--- src/rtl/mem_access_stage.sv ---
// Memory-access stage: turns M-stage loads/stores into one ready-handshaked bus
// transaction with pipeline stall, alignment check and a 255-cycle bus timeout.
// Optional feature macro: MEM_ACCESS_SUBWORD_EN (halfword/byte accesses); undefined = word-only.
module mem_access_stage (
  input  logic        clk,
  input  logic        reset,
  input  logic        MemReadM,
  input  logic        MemWriteM,
  input  logic [2:0]  LoadTypeM,
  input  logic [1:0]  StoreTypeM,
  input  logic [31:0] ALUoutM,
  input  logic [31:0] WriteDataM,
  output logic        mem_req,
  output logic        mem_we,
  output logic [31:0] mem_addr,
  output logic [3:0]  mem_be,
  output logic [31:0] mem_wdata,
  input  logic        mem_ready,
  input  logic [31:0] mem_rdata,
  output logic [31:0] RDM,
  output logic        StallM,
  output logic        AdEM,
  output logic        BusErrM
);

  typedef enum logic [1:0] {S_IDLE = 2'd0, S_REQ = 2'd1, S_DONE = 2'd2} state_t;

  // The counter reaches 255 on the cycle the FSM gives up, i.e. after 255 REQ cycles.
  localparam logic [7:0] TIMEOUT_LAST = 8'd254;

  state_t      r_state, w_next;
  logic        r_we, r_is_read, r_bus_err;
  logic [3:0]  r_be;
  logic [31:0] r_addr, r_wdata, r_rdm;
  logic [2:0]  r_load_type;
  logic [1:0]  r_off;
  logic [7:0]  r_cnt;

  logic        w_access_req, w_misaligned, w_access;
  logic        w_stall, w_accept, w_complete, w_timeout;
  logic [3:0]  w_be;
  logic [31:0] w_wdata, w_load_ext;

  assign w_access_req = MemReadM | MemWriteM;

`ifdef MEM_ACCESS_SUBWORD_EN
  logic [15:0] w_half;
  logic [7:0]  w_byte;

  // Simultaneous read+write is a write, so store rules take priority.
  always_comb begin
    // NOTE: every combinational output gets a default first so no path can infer a latch.
    w_misaligned = 1'b0;
    w_be         = 4'b1111;
    w_wdata      = WriteDataM;
    if (MemWriteM) begin
      case (StoreTypeM)
        2'b01: begin
          w_misaligned = ALUoutM[0];
          w_be         = ALUoutM[1] ? 4'b1100 : 4'b0011;
          w_wdata      = {2{WriteDataM[15:0]}};
        end
        2'b10: begin
          w_be    = 4'b0001 << ALUoutM[1:0];
          w_wdata = {4{WriteDataM[7:0]}};
        end
        default: w_misaligned = |ALUoutM[1:0];
      endcase
    end else begin
      case (LoadTypeM)
        3'b001, 3'b010: w_misaligned = ALUoutM[0];
        3'b011, 3'b100: w_misaligned = 1'b0;
        default:        w_misaligned = |ALUoutM[1:0];
      endcase
    end
  end

  always_comb begin
    w_half = r_off[1] ? mem_rdata[31:16] : mem_rdata[15:0];
    w_byte = mem_rdata[7:0];
    case (r_off)
      2'd1:    w_byte = mem_rdata[15:8];
      2'd2:    w_byte = mem_rdata[23:16];
      2'd3:    w_byte = mem_rdata[31:24];
      default: w_byte = mem_rdata[7:0];
    endcase
    case (r_load_type)
      3'b001:  w_load_ext = {{16{w_half[15]}}, w_half};
      3'b010:  w_load_ext = {16'h0000, w_half};
      3'b011:  w_load_ext = {{24{w_byte[7]}}, w_byte};
      3'b100:  w_load_ext = {24'h000000, w_byte};
      default: w_load_ext = mem_rdata;
    endcase
  end
`else
  logic w_unused;

  assign w_misaligned = |ALUoutM[1:0];
  assign w_be         = 4'b1111;
  assign w_wdata      = WriteDataM;
  assign w_load_ext   = mem_rdata;
  assign w_unused     = ^{LoadTypeM, StoreTypeM, r_load_type, r_off};
`endif

  assign w_access = w_access_req & ~w_misaligned;

  always_comb begin
    w_next     = r_state;
    w_stall    = 1'b0;
    w_accept   = 1'b0;
    w_complete = 1'b0;
    w_timeout  = 1'b0;
    case (r_state)
      S_IDLE: begin
        if (w_access) begin
          w_next   = S_REQ;
          w_stall  = 1'b1;
          w_accept = 1'b1;
        end
      end
      S_REQ: begin
        w_stall = 1'b1;
        if (mem_ready) begin
          w_next     = S_DONE;
          w_complete = 1'b1;
        end else if (r_cnt == TIMEOUT_LAST) begin
          w_next    = S_DONE;
          w_timeout = 1'b1;
        end
      end
      S_DONE:  w_next = S_IDLE;
      default: w_next = S_IDLE;
    endcase
  end

  always_ff @(posedge clk or negedge reset) begin
    if (!reset) begin
      r_state     <= S_IDLE;
      r_we        <= 1'b0;
      r_be        <= 4'b0000;
      r_addr      <= 32'h0;
      r_wdata     <= 32'h0;
      r_rdm       <= 32'h0;
      r_bus_err   <= 1'b0;
      r_is_read   <= 1'b0;
      r_load_type <= 3'b000;
      r_off       <= 2'b00;
      r_cnt       <= 8'h00;
    end else begin
      // NOTE: state registers use non-blocking assignments so every flop samples pre-edge values.
      r_state   <= w_next;
      r_bus_err <= w_timeout;
      if (w_accept) begin
        r_we        <= MemWriteM;
        r_is_read   <= ~MemWriteM;
        r_be        <= MemWriteM ? w_be : 4'b1111;
        r_addr      <= {ALUoutM[31:2], 2'b00};
        r_wdata     <= w_wdata;
        r_load_type <= LoadTypeM;
        r_off       <= ALUoutM[1:0];
        r_cnt       <= 8'h00;
      end
      if (r_state == S_REQ && !mem_ready) r_cnt <= r_cnt + 8'd1;
      if (w_complete && r_is_read) r_rdm <= w_load_ext;
      if (w_timeout) r_rdm <= 32'h0;
    end
  end

  assign mem_req   = (r_state == S_REQ);
  assign mem_we    = r_we;
  assign mem_be    = r_be;
  assign mem_addr  = r_addr;
  assign mem_wdata = r_wdata;
  assign RDM       = r_rdm;
  assign BusErrM   = r_bus_err;
  // Stall is combinational on the M inputs, so it is masked while reset is held.
  assign StallM    = w_stall & reset;
  assign AdEM      = w_access_req & w_misaligned;

endmodule

--- config.mk ---
export PLATFORM = sky130hd
export DESIGN_NAME = mem_access_stage
export DESIGN_NICKNAME = d
export VERILOG_FILES = /design/src/rtl/mem_access_stage.sv
export SDC_FILE = /design/constraint.sdc
export NUM_CORES = 1
export LEC_CHECK = 0
export CORE_MARGIN = 1
export CORE_UTILIZATION = 44
export CTS_CLUSTER_DIAMETER = 60
export CTS_CLUSTER_SIZE = 20
export DETAILED_ROUTE_END_ITERATION = 16
export HOLD_SLACK_MARGIN = 0.05
export PLACE_DENSITY = 0.83
export SYNTH_ARGS = -nofsm -noshare
export SYNTH_HDL_FRONTEND = slang
export SYNTH_SLANG_ARGS = --single-unit
export TNS_END_PERCENT = 20
--- constraint.sdc ---
create_clock -name clk -period 3.05 [get_ports clk]
set_input_delay 0.61 -clock clk [delete_from_list [all_inputs] [get_ports clk]]
set_output_delay 0.61 -clock clk [all_outputs]
set_load 0.05 [all_outputs]
==> Word level (Yosys, flattened, before mapping) <==
Cells that the tools add are included.
{ "classes": {"n_addsub": 1, "eq_ne": 4, "mux": 16, "n_bitwise": 6, "reduce_logical": 8} }
{ "op_table": {"columns": ["cell", "count"], "rows": [
  ["32-bit 2-to-1 mux", 2],
  ["8-bit 2-to-1 mux", 2],
  ["8-bit by 1-bit adder with 8-bit output (second input constant)", 1],
  ["8-bit == test (second input constant)", 1],
  ["1-bit 2-to-1 mux", 7],
  ["2-bit 2-to-1 mux", 3],
  ["2-bit one-hot mux with 2 select lines", 1],
  ["2-bit nonzero test", 2],
  ["1-bit AND", 3],
  ["3-bit by 1-bit inequality test with 1-bit output (second input constant)", 1],
  ["2-bit by 1-bit == test with 1-bit output (second input constant)", 1],
  ["1-bit logical AND", 2],
  ["2-bit zero test", 1],
  ["2-bit inequality test (second input constant)", 1],
  ["1-bit NOT", 2],
  ["1-bit one-hot mux with 2 select lines", 1],
  ["2-bit AND reduction", 1],
  ["2-bit OR reduction", 1],
  ["1-bit zero test", 1],
  ["1-bit OR", 1]
]} }
{ "word_totals": {"ff_bits": 108, "input_bits": 106, "out_inout_bits": 105, "word_cells": 44} }

==> Depth between registers and ports, before layout <==
{ "logic_depth": {"ltp_word": 7, "mapped_depth": 6, "mapped_depth_nobuf": 5} }

==> Worst setup path before layout <==
No wires, ideal clock.
{ "synth_timing": {"kind": "input-to-output", "startpoint": "in MemReadM", "endpoint": "out StallM", "arrival_ns": 1.978, "required_ns": 2.440, "slack_ns": 0.462, "path_stages": 4, "n_path_buf": 0, "path_cell_list": "nor2_1 > nor3_1 > nor2_1 > nor3b_1"} }
{ "synth_via": {"elab_chain_cells": 5} }
{ "synth_rtl": {"columns": ["element", "line_no", "text"], "rows": [
  ["from (decl)", "7", "input logic MemReadM,"],
  ["1-bit OR", "44", "assign w_access_req = MemReadM | MemWriteM;"],
  ["1-bit AND", "105", "assign w_access = w_access_req & ~w_misaligned;"],
  ["1-bit 2-to-1 mux", "115", "if (w_access) begin"],
  ["1-bit one-hot mux with 2 select lines", "113", "case (r_state)"],
  ["1-bit AND", "177", "assign StallM = w_stall & reset;"],
  ["to (decl)", "21", "output logic StallM,"]
]} }
No other way between the ends.

==> Final worst setup path <==
{ "layout_timing": {"startpoint": "reg r_state[0]", "endpoint": "out mem_req"} }
{ "layout_via": {"elab_chain_cells": 1} }
{ "layout_rtl": {"columns": ["element", "line_no", "text"], "rows": [
  ["from (decl)", "31", "state_t r_state, w_next;"],
  ["from (signal assigned)", "151", "r_state <= w_next;"],
  ["2-bit by 1-bit == test with 1-bit output", "169", "assign mem_req = (r_state == S_REQ);"],
  ["to (decl)", "13", "output logic mem_req,"]
]} }
No other way between the ends.

==> impl_metrics.yaml <==
outcome:
  status: "finished clean"
placement:
  port_buffers: 203
  hpwl_um: 7639
  place_congestion: 0.7682
  place_ws_ns: 0.5173
global_routing:
  grt_max_degree: 76
  grt_pass1_vias: 3291
  antenna_found_initial: 1
  met2_usage: 0.3387
  grt_pass1_wl_um: 16420
  grt_util_met1: 0.2528
  busiest_layer: "met2"
  grtUsageMet3: 0.06430
  overflow: 0
  grt_usage: 0.2055
finish:
  final_common_cell: "clkdlybuf4s50_1"
  fin_nets: 646
  final_cell_mix: "clkdlybuf4s50_1 (200), dfrtp_1 (108), nand2_1 (69)"
  final_layout_size_suffix_gt1_frac: 0.1602
  seqCellArea_um2: 2703
  fillers: 738
  area_delta_synth_final_pct: 52.12
  multi_input_comb_area_um2: 1558
synthesis:
  synthCells: 341
  yosysSeqAreaShare: 0.6112
  synth.cell_area_um2: 4422
  syn_area_per_cell_um2: 12.97
  synth-seq-cells: 108
  yosys.cell_types.count: 31
  yosysWarnings: 0
worst_setup_path:
  r2r_slack_ns: 1.24
  r2r-start: "r_state[0]$_DFFE_PN0P_"
  path_class: "register to output pin"
  worst_setup_path_end_kind: "output pin"
  crit_start: "r_state[0]$_DFFE_PN0P_"
  worstSetupStartpointType: "register"
  arrival_ns: 1.94
  cp_max_fo: 5
  cp.required_ns: 2.44
timing:
  worst_pin_slew_ns: 0.7184
  relSlewSlack: 0.5211
  fin_skew_ns: 0.01223
  fmax_mhz: 391.6
  layout_setup_ws_ns: 0.4965
  period_share: 0.8372
  finalSetupViolations: 0
  slew_viol_final: 0
  fin_crit_ns: 2.553
  rsz0062_at_grt: "no"
  fin_setup_tns_ns: 0
  hold_viol: 0
clocking:
  clock_latency_ns: 0.36
  post_cts_buffers: 0
  root_buffer: "clkbuf_8"
  clk_path_buf_depth: 2
  cts_resized: 0
  clk_pin_slew_worst_paths_ns: 0.10
  cts_max_level: 3
  cts_tree: "built"
  clock_sinks: 108
  cts_hold_buf: 0
  numCtsBuffers: 9
detailed_routing:
  dr_total_vias: 3277
  via_per_inst: 4.840
  drt_first_pass_iters: 4
  ant_nets: 0
  remaining_drc_errors: 0
  finalWirelength_um: 10700
  wl_per_cell_um: 15.80
  drtIter0Drc: 126
floorplanning:
  initial_core_util: 0.4524
  core_area_um2: 9774
  die_x_um: 102.2
  num_io_pins: 211
  die_h_um: 102.2
  dieArea_um2: 10450
  rows: 36
pwr:
  leakagePower_uw: 0.002976
  irDropWorstVdd_mv: 0.5737
  p_per_area_nw_per_um2: 926.6
worst_hold_path:
  min_path_type: "input pin to asynchronous set/reset pin"
job:
  max-cap-violations: 0
[state kept, by name, summed over array words and instances (netlist names)]
name / flops
mem_wdata: 32
mem_be: 1
mem_addr: 30
RDM: 32
BusErrM: 1
r_cnt: 8
r_is_read: 1
r_state: 2
mem_we: 1
[synth_stat cells]
| cell type | count | area, um^2 |
|---|---|---|
| a21oi_1 | 32 | 160.2 |
| xnor2_1 | 1 | 8.760 |
| and3_1 | 2 | 12.51 |
| o22ai_1 | 1 | 6.260 |
| mux2i_1 | 1 | 10.01 |
| buf_6 | 5 | 56.30 |
| xor2_1 | 1 | 8.760 |
| o21ai_0 | 6 | 30.03 |
| nand2_1 | 69 | 259.0 |
| buf_2 | 9 | 45.04 |
| nand4_1 | 1 | 6.260 |
| buf_4 | 5 | 37.54 |
| o211ai_1 | 2 | 15.01 |
| nor2_1 | 5 | 18.77 |
| nor3b_1 | 2 | 15.01 |
| clkbuf_1 | 5 | 18.77 |
| or4b_4 | 1 | 13.76 |
| nand3_1 | 8 | 40.04 |
| and2_1 | 1 | 6.260 |
| mux2_4 | 38 | 570.6 |
| ha_1 | 2 | 25.02 |
| mux2_2 | 25 | 281.5 |
| o21a_1 | 1 | 7.510 |
| dfrtp_1 | 108 | 2703 |
| nand2b_1 | 2 | 12.51 |
| inv_1 | 2 | 7.510 |
| nor3_1 | 1 | 5.000 |
| conb_1 | 1 | 3.750 |
| nor2b_1 | 1 | 6.260 |
| nor3_4 | 1 | 16.27 |
| o31ai_1 | 2 | 15.01 |
[worst max-delay path, stage by stage (launching register included)]
cell and delay, ns:
dfrtp_1 0.41, nor2b_1 0.30, clkdlybuf4s50_1 0.88
[cell families after synthesis]
| logic type | Yosys count | share of synthesized area |
|---|---|---|
| muxes | 64 | 0.1950 |
| and+or+nand+nor | 94 | 0.09310 |
| AOI/OAI and AO/OA | 44 | 0.05291 |
| adders and majority gates | 2 | 0.005658 |
| DFF | 108 | 0.6112 |
| other | 1 | 0.0008481 |
| xor gates and xnor gates | 2 | 0.003962 |
| buffers and inverters | 26 | 0.03735 |
[cell type report]
class / instances / area share
antenna: 1 / 0.0003720
inverter: 2 / 0.001116
timing repair buffer: 209 / 0.3114
sequential: 108 / 0.4018
tap: 133 / 0.02474
clock inverter: 3 / 0.006882
clock buffer: 13 / 0.02214
multi-input combinational: 208 / 0.2316
[power by group]
group | switching, uW | internal, uW | total (uW)
clock network | 474 | 406 | 880
logic | 2030 | 1210 | 3240
registers | 243 | 1870 | 2110
[path summary, 6_finish.rpt]
path | endpoint | depth (start not counted)
hold / removal | RDM[30]$_DFFE_PN0P_ | 2
setup reg to reg | RDM[27]$_DFFE_PN0P_ | 5
min in group clk | mem_wdata[17]$_DFFE_PN0P_ | 1
hold reg to reg | mem_wdata[17]$_DFFE_PN0P_ | 1
setup / recovery | mem_req | 2
max in group asynchronous | mem_addr[7]$_DFFE_PN0P_ | 3
[metrics by stage]
step | util | instance area (um^2) | hold slack (ns) | cells | total power (uW)
global route | 0.6879 | 6724 | 0.4542 | 676 | 6508
global placement | 0.6679 | 6529 | 0.4648 | 660 | 5320
floorplan | - | 4425 | 0.3144 | 342 | 4212
finish | 0.6882 | 6726 | 0.3966 | 677 | 6233
CTS | 0.6879 | 6724 | 0.4150 | 676 | 6291
detailed placement | 0.6679 | 6529 | 0.4917 | 660 | 5401
[metal layers]
layer / routed length, um / up-vias / part of all wire
li1: - / 1533 / -
met1: 4329 / 1603 / 0.40
met2: 5273 / 128 / 0.49
met3: 935 / 13 / 0.087
met4: 159 / 0 / 0.015
met5: 0 / - / 0
No activity file was read; power rests on OpenSTA's default activity.
